--- config.mk ---
export PLATFORM = sky130hd
export DESIGN_NAME = traffic_phase_controller
export DESIGN_NICKNAME = d
export VERILOG_FILES = /design/src/rtl/traffic_pkg.sv /design/src/rtl/rr_phase_select.sv /design/src/rtl/traffic_phase_controller.sv
export SDC_FILE = /design/constraint.sdc
export NUM_CORES = 1
export LEC_CHECK = 0
export CORE_MARGIN = 1
export CORE_UTILIZATION = 56
export CTS_CLUSTER_SIZE = 28
export DETAILED_ROUTE_END_ITERATION = 16
export PLACE_DENSITY_LB_ADDON = 0.3
export SETUP_SLACK_MARGIN = 0.02
export SLEW_MARGIN = 20
export SYNTH_ARGS = -nofsm -noshare
export SYNTH_HDL_FRONTEND = slang
export SYNTH_HIERARCHICAL = 1
export SYNTH_SLANG_ARGS = --single-unit
--- constraint.sdc ---
create_clock -name clk -period 6.61 [get_ports clk]
set_input_delay 1.322 -clock clk [delete_from_list [all_inputs] [get_ports clk]]
set_output_delay 1.322 -clock clk [all_outputs]
set_load 0.01 [all_outputs]
--- src/rtl/traffic_pkg.sv ---
// Shared state encoding and lamp codes for the traffic phase controller,
// its lamp drivers and its testbench.
package traffic_pkg;

  typedef enum logic [1:0] {
    ALL_RED = 2'b00,
    GREEN   = 2'b01,
    YELLOW  = 2'b10
  } phase_state_t;

  localparam logic [1:0] LAMP_RED    = 2'b00;
  localparam logic [1:0] LAMP_GREEN  = 2'b01;
  localparam logic [1:0] LAMP_YELLOW = 2'b10;

  function automatic logic [1:0] lamp_code(input phase_state_t s);
    case (s)
      GREEN:   return LAMP_GREEN;
      YELLOW:  return LAMP_YELLOW;
      default: return LAMP_RED;
    endcase
  endfunction

endpackage

--- src/rtl/rr_phase_select.sv ---
// Combinational round-robin search: the first set bit of 'pending' found
// walking upward from 'start' (wrapping) wins; 'valid' says one was found.
module rr_phase_select #(
  parameter int NUM_PHASES = 4
) (
  input  logic [NUM_PHASES-1:0]         pending,
  input  logic [$clog2(NUM_PHASES)-1:0] start,
  output logic [$clog2(NUM_PHASES)-1:0] winner,
  output logic                          valid
);

  localparam int AW = $clog2(NUM_PHASES);

  int idx;

  always_comb begin
    winner = start;
    valid  = 1'b0;
    idx    = 0;
    for (int i = 0; i < NUM_PHASES; i++) begin
      idx = int'(start) + i;
      if (idx >= NUM_PHASES) idx = idx - NUM_PHASES;
      if (!valid && pending[idx]) begin
        winner = AW'(idx);
        valid  = 1'b1;
      end
    end
  end

endmodule

--- src/rtl/traffic_phase_controller.sv ---
// N-approach signal controller: GREEN -> YELLOW -> ALL_RED per phase, round-robin
// service of latched requests. Optional emergency preemption under `define PREEMPT_EN.
module traffic_phase_controller
  import traffic_pkg::*;
#(
  parameter int NUM_PHASES   = 4,
  parameter int TICK_DIV     = 1000,
  parameter int MIN_GREEN    = 5,
  parameter int MAX_GREEN    = 20,
  parameter int YELLOW_TIME  = 3,
  parameter int ALL_RED_TIME = 1,
  parameter int TIMER_W      = 8
) (
  input  logic                          clk,
  input  logic                          rst,
  input  logic [NUM_PHASES-1:0]         req,
`ifdef PREEMPT_EN
  input  logic                          preempt,
  input  logic [$clog2(NUM_PHASES)-1:0] preempt_phase,
  output logic                          preempt_active,
`endif
  output logic [2*NUM_PHASES-1:0]       lights,
  output logic [$clog2(NUM_PHASES)-1:0] active_phase,
  output logic [1:0]                    state,
  output logic [TIMER_W-1:0]            second,
  output logic [NUM_PHASES-1:0]         pending
);

  localparam int AW = $clog2(NUM_PHASES);
  localparam int PW = (TICK_DIV > 1) ? $clog2(TICK_DIV) : 1;

  localparam logic [PW-1:0]      TICK_LAST  = PW'(TICK_DIV - 1);
  localparam logic [TIMER_W-1:0] SEC_MAX    = '1;
  localparam logic [TIMER_W-1:0] MIN_LAST   = TIMER_W'(MIN_GREEN - 1);
  localparam logic [TIMER_W-1:0] MAX_LAST   = TIMER_W'(MAX_GREEN - 1);
  localparam logic [TIMER_W-1:0] YEL_LAST   = TIMER_W'(YELLOW_TIME - 1);
  localparam logic [TIMER_W-1:0] AR_LAST    = TIMER_W'(ALL_RED_TIME - 1);
  localparam logic [AW-1:0]      LAST_PHASE = AW'(NUM_PHASES - 1);

  phase_state_t            state_q, state_d;
  logic [AW-1:0]           active_q, active_d;
  logic [PW-1:0]           presc_q;
  logic [TIMER_W-1:0]      second_q;
  logic [NUM_PHASES-1:0]   pending_q, pending_d;
  logic [NUM_PHASES-1:0]   clear_mask, active_mask;
  logic [2*NUM_PHASES-1:0] lights_q, lights_d;

  logic          tick;
  logic          other;
  logic          state_change;
  logic          green_done;
  logic          sel_valid;
  logic [AW-1:0] start, sel_phase, grant_phase;
  logic          preempt_force, preempt_hold;

  assign tick         = (presc_q == TICK_LAST);
  assign start        = (active_q == LAST_PHASE) ? '0 : active_q + AW'(1);
  assign state_change = (state_d != state_q);

  always_comb begin
    active_mask           = '0;
    active_mask[active_q] = 1'b1;
  end

  assign other = |(pending_q & ~active_mask);

  // MAX_GREEN only matters if configured below MIN_GREEN; otherwise MIN governs.
  assign green_done = tick && other && ((second_q >= MIN_LAST) || (second_q >= MAX_LAST));

  rr_phase_select #(
    .NUM_PHASES(NUM_PHASES)
  ) u_select (
    .pending(pending_q),
    .start  (start),
    .winner (sel_phase),
    .valid  (sel_valid)
  );

`ifdef PREEMPT_EN
  logic          pre_q;
  logic [AW-1:0] pre_phase_q;
  logic [AW-1:0] pre_phase_in;
  logic [AW-1:0] pre_phase_eff;
  logic          pre_eff;

  // Raw preempt acts on the very edge it is first seen, before the latch catches up.
  assign pre_phase_in  = (preempt_phase > LAST_PHASE) ? LAST_PHASE : preempt_phase;
  assign pre_eff       = preempt | pre_q;
  assign pre_phase_eff = preempt ? pre_phase_in : pre_phase_q;
  assign grant_phase   = pre_eff ? pre_phase_eff : (sel_valid ? sel_phase : active_q);
  assign preempt_force = pre_eff && (active_q != pre_phase_eff);
  assign preempt_hold  = preempt && (active_q == pre_phase_in);

  always_ff @(posedge clk) begin
    if (rst) begin
      pre_q       <= 1'b0;
      pre_phase_q <= '0;
    end else if (preempt) begin
      pre_q       <= 1'b1;
      pre_phase_q <= pre_phase_in;
    end else if (state_q == GREEN && active_q == pre_phase_q) begin
      pre_q       <= 1'b0;
    end
  end

  assign preempt_active = pre_q;
`else
  assign grant_phase   = sel_valid ? sel_phase : active_q;
  assign preempt_force = 1'b0;
  assign preempt_hold  = 1'b0;
`endif

  always_comb begin
    state_d    = state_q;
    active_d   = active_q;
    clear_mask = '0;
    case (state_q)
      ALL_RED: begin
        if (tick && second_q == AR_LAST) begin
          state_d                 = GREEN;
          active_d                = grant_phase;
          clear_mask[grant_phase] = 1'b1;
        end
      end
      GREEN: begin
        if (preempt_force) begin
          state_d = YELLOW;
        end else if (!preempt_hold && green_done) begin
          state_d = YELLOW;
        end
      end
      YELLOW: begin
        if (tick && second_q == YEL_LAST) state_d = ALL_RED;
      end
      default: state_d = ALL_RED;
    endcase
  end

  // A request arriving on its own grant cycle is dropped; it re-latches next cycle.
  assign pending_d = (pending_q | req) & ~clear_mask;

  always_comb begin
    lights_d = '0;
    for (int i = 0; i < NUM_PHASES; i++) begin
      lights_d[2*i +: 2] = (AW'(i) == active_d) ? lamp_code(state_d) : LAMP_RED;
    end
  end

  always_ff @(posedge clk) begin
    if (rst) begin
      state_q   <= ALL_RED;
      active_q  <= '0;
      presc_q   <= '0;
      second_q  <= '0;
      pending_q <= '0;
      lights_q  <= '0;
    end else begin
      state_q   <= state_d;
      active_q  <= active_d;
      pending_q <= pending_d;
      lights_q  <= lights_d;
      if (state_change) begin
        presc_q  <= '0;
        second_q <= '0;
      end else begin
        presc_q <= tick ? '0 : presc_q + PW'(1);
        if (tick && second_q != SEC_MAX) second_q <= second_q + TIMER_W'(1);
      end
    end
  end

  assign lights       = lights_q;
  assign active_phase = active_q;
  assign state        = state_q;
  assign second       = second_q;
  assign pending      = pending_q;

endmodule

==> flow_metrics.py, run 1 <==
metrics = {
    "outcome": {
        "status": "finished, violations left",
        "violations": "DRC",
    },
    "timing": {
        "finalCriticalPeriod_ns": 2.80,
        "fin_crit_sh": 0.423,
        "hold_violations": 0,
        "relSlewSlack": 0.559,
        "clock_skew_ns": 0.0135,
        "slew_viol_final": 0,
        "worst_pin_slew_ns": 0.658,
        "setup_viol": 0,
        "rsz0062_at_grt": "false",
        "final.setup.tns_ns": 0,
        "max_freq_mhz": 358,
    },
    "synth": {
        "yosysWarnings": 6,
        "syn_nets": 218,
        "syn_inst": 204,
        "synthFlopType": "dfxtp_1",
        "synth_edf_count": 0,
        "synthDistinctLibCells": 40,
        "synth_top_area_frac": 0.392,
        "synth_area_per_cell_um2": 8.51,
        "yosysSeqAreaShare": 0.392,
        "synth-seq-cells": 34,
        "ys_top_cells_by_area": "dfxtp_1 (39%), nor2_1 (7.1%), ha_1 (5.8%), nand3_1 (4.3%), nand2_1 (3.2%)",
        "post_synth_instance_area_um2": 1740,
        "synthMostInstantiatedCell": "dfxtp_1",
        "yosys-top-cells-count": "dfxtp_1 (34), nor2_1 (33), nand2_1 (15), nand3_1 (15), a21oi_1 (11)",
        "synth_area_leader_cell": "dfxtp_1",
        "postSynth.asyncResetShare": 0,
    },
    "pwr": {
        "power_density_nw_per_um2": 174,
        "clockPowerShare": 0.336,
        "intPower_mw": 0.274,
        "irDropWorstVdd_mv": 0.138,
        "switchingPower_mw": 0.0914,
        "cellLeakagePower_nw": 0.770,
        "p_seq_frac": 0.581,
        "switching_share": 0.250,
        "power_mw": 0.366,
        "combPwrFrac": 0.082,
    },
    "setup_path": {
        "cp_num_buf_inv": 1,
        "cp_top_family": "compound AO/OA/AOI/OAI gates",
        "r2r_setup_slack_ns": 4.01,
        "worstSetupEndpointType": "flop",
        "worstPathMaxFanout": 14,
        "worst_ep_arrival_time_ns": 3.07,
        "slowest_stage": "clkdlybuf4s50_1",
        "reg2reg_from": "active_phase[0]$_SDFF_PP0_",
        "cp-start-kind": "input port",
        "rr_worst_depth": 9,
        "critPathKind": "input port to flop",
        "r2r-end": "lights[3]$_SDFF_PP0_",
        "required_ns": 6.89,
        "cpPeakStageDelay_ns": 0.62,
        "crit_chain": "clkdlybuf4s50_1, a21oi_1, o31ai_4, a311o_2, nor3_1",
    },
    "clocking": {
        "hold_buffers": 0,
        "post_cts_resized": 0,
        "numCtsBuffers": 5,
        "clockRootBuffer": "clkbuf_4",
        "clk_pin_slew_ns": 0.11,
        "cts_sinks": 34,
        "cts_max_level": 2,
        "clockBufferDepth": 2,
        "post_cts_buffers": 0,
        "cts_tree": "yes",
        "clk_latency_ns": 0.34,
    },
    "worst_hold_path": {
        "min_delay_path_depth": 1,
        "holdPathEnd": "presc_q[0]$_SDFF_PP0_",
        "min_from": "presc_q[0]$_SDFF_PP0_",
        "hold_class": "flop to flop",
    },
    "cells_and_area": {
        "nFillCells": 227,
        "postLayoutCoreUtil": 0.736,
        "fin_cells": 269,
        "nNetsFinal": 251,
        "drive_gt1_frac": 0.0798,
        "diodes": 0,
        "design_area_um2": 2100,
        "multi_input_area_um2": 992,
        "seq_area_um2": 681,
        "syn2layout_area_growth_pct": 20.9,
    },
    "global_routing": {
        "grt_pass1_vias": 1442,
        "grt_pass1_wl_um": 6290,
        "grtUsageTotal": 0.241,
        "grt_antenna_before_repair": 0,
        "grt_max_degree": 18,
        "overflow": 0,
    },
    "placement": {
        "place.detailed.hpwl_um": 2510,
        "post-place-cells": 261,
        "port_buffers": 29,
        "gp_congestion": 0.793,
        "placed_cell_area_um2": 2040,
    },
    "die": {
        "io_pins": 30,
        "die_area_um2": 3330,
        "core-area_um2": 2850,
        "std_cell_rows": 19,
        "start_util": 0.609,
        "die_w_um": 57.7,
        "die_h_um": 57.7,
    },
    "route": {
        "num_vias": 1520,
        "wl_um": 3460,
        "drtPass1Iterations": 10,
        "wl_met3_um": 218,
        "wire_per_inst_um": 12.9,
        "routed_via_density": 5.65,
        "routed.top_layer": "met4",
        "drtIter0Drc": 53,
        "ant_nets": 0,
        "dr_wl_met2_um": 1470,
        "drc": 2,
        "wl_met1_um": 1720,
    },
    "job": {
        "cap_violations": 0,
    },
}
cell type report:
cell class / instances / share of cell area
Clock inverter: 1 / 0.00238
Tap cell: 31 / 0.0185
Timing Repair Buffer: 29 / 0.138
Inverter: 10 / 0.0179
Clock buffer: 7 / 0.0262
Sequential cell: 34 / 0.324
Multi-Input combinational cell: 157 / 0.473
routing by layer:
metal  up-vias  global-route usage
met5         -                   0
met4         0              0.0714
met3         8              0.0625
met2        50               0.377
met1       686               0.331
li1        776                   -
per-stage QoR:
step                      setup slack [ns]  hold slack [ns]
final                                 3.81            0.473
after global routing                  3.63            0.525
after CTS                             3.81            0.474
after detailed placement              3.44            0.450
after global placement                3.50            0.440
after floorplan                       4.29            0.430
kinds of logic (layout without fill, tap and decap cells):
family	Yosys count	in the layout	share of synthesized area
flops	34	34	0.392
xor+xnor	10	10	0.0504
mux	2	2	0.0115
compound gates	34	34	0.137
fa+ha+maj	8	8	0.0576
simple gates	103	103	0.315
buf+inv	13	47	0.0367
flip-flops by register name, summed over array words and instances (netlist names):
name / count
second: 8
pending: 4
active_phase: 2
lights: 8
state: 2
presc_q: 10
worst max-delay path by stage:
stage / start / end / cells after the start / slack, ns
2_1_floorplan: rst / second[6]$_SDFFE_PP0P_ / 4 / 4.29
3_3_place_gp: rst / second[6]$_SDFFE_PP0P_ / 5 / 3.50
3_5_place_dp: rst / second[2]$_SDFFE_PP0P_ / 5 / 3.44
4_1_cts: rst / second[2]$_SDFFE_PP0P_ / 5 / 3.81
5_1_grt: rst / second[6]$_SDFFE_PP0P_ / 5 / 3.63
6_report: rst / second[2]$_SDFFE_PP0P_ / 5 / 3.81
power groups by stage:
stage / Combinational, mW / Clock [mW] / Sequential, mW
3_3_place_gp: 0.0292 / 0 / 0.217
5_1_grt: 0.0337 / 0.131 / 0.214
2_1_floorplan: 0.0184 / 0 / 0.217
4_1_cts: 0.0300 / 0.123 / 0.213
6_report: 0.0302 / 0.123 / 0.213
3_5_place_dp: 0.0294 / 0 / 0.217
placed cells by master (no fill, tap or decap), drive strengths merged, types with 2 or more instances in the layout:
master and count:
dfxtp 34, nor2 33, clkdlybuf4s50 29, nand2 16, nand3 15, a21oi 12
inv 10, o21ai 9, ha 8, nor2b 7, clkbuf 7, a211oi 6
xnor2 5, nand3b 5, xor2 5, nor3 5, or3 4, and3 4
nand2b 3, nand4 3, nand4b 2, mux2i 2, and2 2, and4 2
No activity file was read; power rests on OpenSTA's default activity.
==> inputs of run 2 (changes only) <==
--- a/config.mk
+++ b/config.mk
@@ -6,7 +6,7 @@
 export NUM_CORES = 1
 export LEC_CHECK = 0
 export CORE_MARGIN = 1
-export CORE_UTILIZATION = 56
+export CORE_UTILIZATION = 52
 export CTS_CLUSTER_SIZE = 28
 export DETAILED_ROUTE_END_ITERATION = 16
 export PLACE_DENSITY_LB_ADDON = 0.3
==> constraint.sdc (replaced) <==
create_clock -name clk -period 2.8 [get_ports clk]
set_input_delay 0.56 -clock clk [delete_from_list [all_inputs] [get_ports clk]]
set_output_delay 0.56 -clock clk [all_outputs]
set_load 0.01 [all_outputs]
==> run 2 against run 1 <==
Net effect: critical path type is now flop to flop; critical endpoint is now lights[3]$_SDFF_PP0_; setup slack worse by 3.5 ns; first-iteration DRC count shrank 42%; the flow now finishes without violations; cell count grew 6.3%; wire length increased by 0.72%; die area is 7.4% higher; global-route usage down 3.0 points; worst hold slack improved by 0.014 ns; power rose to 2.9 times the previous value; register-to-register slack worse by 3.7 ns; via count grew 0.13%.
==> flow_metrics.py, run 2 (synthesis gave the netlist of run 1 again) <==
metrics = {
    "placement": {
        "placed_cell_area_um2": 2090,
        "place.detailed.hpwl_um": 2540,
        "port_buffers": 29,
        "post-place-cells": 278,
        "gp_congestion": 0.828,
    },
    "timing": {
        "final.setup.tns_ns": 0,
        "max_freq_mhz": 405,
        "rsz0062_at_grt": "false",
        "worst_pin_slew_ns": 0.522,
        "fin_crit_sh": 0.882,
        "slew_viol_final": 0,
        "clock_skew_ns": 0.0102,
        "setup_viol": 0,
        "relSlewSlack": 0.652,
        "finalCriticalPeriod_ns": 2.47,
        "hold_violations": 0,
    },
    "setup_path": {
        "worst_ep_arrival_time_ns": 2.74,
        "required_ns": 3.07,
        "worstSetupEndpointType": "flop",
        "critPathKind": "flop to flop",
        "cp-start-kind": "flop",
        "worstPathMaxFanout": 9,
    },
    "cells_and_area": {
        "largest_reg_flops": 10,
        "fin_cells": 286,
        "max_flop_register": "presc_q",
        "drive_gt1_frac": 0.0992,
        "design_area_um2": 2200,
        "final_cell_mix": "dfxtp_1 (34), nor2_1 (33), clkdlybuf4s50_1 (29)",
        "syn2layout_area_growth_pct": 26.5,
        "nFillCells": 271,
        "postLayoutCoreUtil": 0.708,
        "diodes": 0,
        "final_common_cell": "dfxtp_1",
        "nNetsFinal": 255,
    },
    "die": {
        "die_h_um": 59.8,
        "core-area_um2": 3100,
        "io_pins": 30,
        "std_cell_rows": 20,
        "die_w_um": 59.8,
        "die_area_um2": 3570,
        "start_util": 0.560,
    },
    "route": {
        "wl_um": 3490,
        "drtIter0Drc": 31,
        "num_vias": 1522,
        "wire_per_inst_um": 12.2,
        "drc": 0,
        "drtPass1Iterations": 4,
        "ant_nets": 0,
        "routed_via_density": 5.32,
    },
    "pwr": {
        "switching_share": 0.206,
        "irDropWorstVdd_mv": 0.319,
        "intPower_mw": 0.831,
        "switchingPower_mw": 0.216,
        "cellLeakagePower_nw": 0.814,
        "combPwrFrac": 0.070,
        "power_mw": 1.05,
        "power_density_nw_per_um2": 477,
        "p_seq_frac": 0.479,
        "clockPowerShare": 0.451,
    },
    "global_routing": {
        "grt_pass1_wl_um": 5660,
        "grt_antenna_before_repair": 0,
        "grtUsageTotal": 0.211,
        "grt_max_degree": 14,
        "overflow": 0,
        "grt_pass1_vias": 1352,
    },
    "outcome": {
        "status": "complete, no violations",
    },
    "clocking": {
        "clockRootBuffer": "clkbuf_4",
        "numCtsBuffers": 5,
        "post_cts_buffers": 0,
        "clockBufferDepth": 2,
        "cts_tree": "yes",
        "cts_max_level": 2,
        "hold_buffers": 0,
        "post_cts_resized": 0,
        "clk_pin_slew_ns": 0.11,
        "clk_latency_ns": 0.34,
        "cts_sinks": 34,
    },
    "job": {
        "cap_violations": 0,
    },
    "worst_hold_path": {
        "hold_class": "flop to flop",
    },
}
[run 2: cell types whose count changed in the layout (fill, tap and decap cells not counted), sizes merged]
cell    previous run  this run
bufinv             0         2
clkinv             1         0
clkbuf             7         6
buf                0         4
[run 2: metrics by stage]
step / hold WS, ns / setup slack (ns)
5_1_grt: 0.508 / 0.0776
2_1_floorplan: 0.430 / 0.600
3_5_place_dp: 0.474 / 0.408
4_1_cts: 0.498 / 0.364
6_report: 0.488 / 0.331
3_3_place_gp: 0.449 / 0.531
[run 2: critical path, cell delays in order, from the launching register on]
cell and delay [ns]:
dfxtp_1 0.52, inv_1 0.16, ha_1 0.38, or3_1 0.38
nand4b_1 0.11, nand2_1 0.07, mux2i_1 0.30, nor2b_1 0.27
nand2_1 0.08, a21oi_1 0.15
[run 2: area by class of cell]
| class | count | area, um^2 | share of cell area |
|---|---|---|---|
| Inverter | 10 | 37.5 | 0.0171 |
| Sequential cell | 34 | 681 | 0.310 |
| Clock inverter | 2 | 60.1 | 0.0273 |
| Timing Repair Buffer | 33 | 320 | 0.146 |
| Clock buffer | 6 | 51.3 | 0.0233 |
| Multi-Input combinational cell | 157 | 992 | 0.452 |
| Tap cell | 44 | 55.1 | 0.0251 |
[run 2: final timing paths]
| kind | start | endpoint | slack (ns) | cells after the start |
|---|---|---|---|---|
| setup / recovery | active_phase[0]$_SDFF_PP0_ | lights[3]$_SDFF_PP0_ | 0.33 | 9 |
| hold reg to reg | presc_q[0]$_SDFF_PP0_ | presc_q[0]$_SDFF_PP0_ | 0.49 | 1 |
| setup reg to reg | active_phase[0]$_SDFF_PP0_ | lights[3]$_SDFF_PP0_ | 0.33 | 9 |
| hold / removal | presc_q[0]$_SDFF_PP0_ | presc_q[0]$_SDFF_PP0_ | 0.49 | 1 |
[run 2: routing by layer]
metal,global-route usage,routed length [um]
met5,0,0
met4,0.0864,51
met3,0.0541,133
met2,0.363,1630
met1,0.248,1670
[run 2: power groups by stage]
stage	logic [mW]	clock network, mW	registers [mW]
finish	0.0736	0.472	0.502
global route	0.0818	0.496	0.503
floorplan	0.0435	0	0.512
CTS	0.0738	0.479	0.502
global placement	0.0722	0	0.513
detailed placement	0.0728	0	0.513
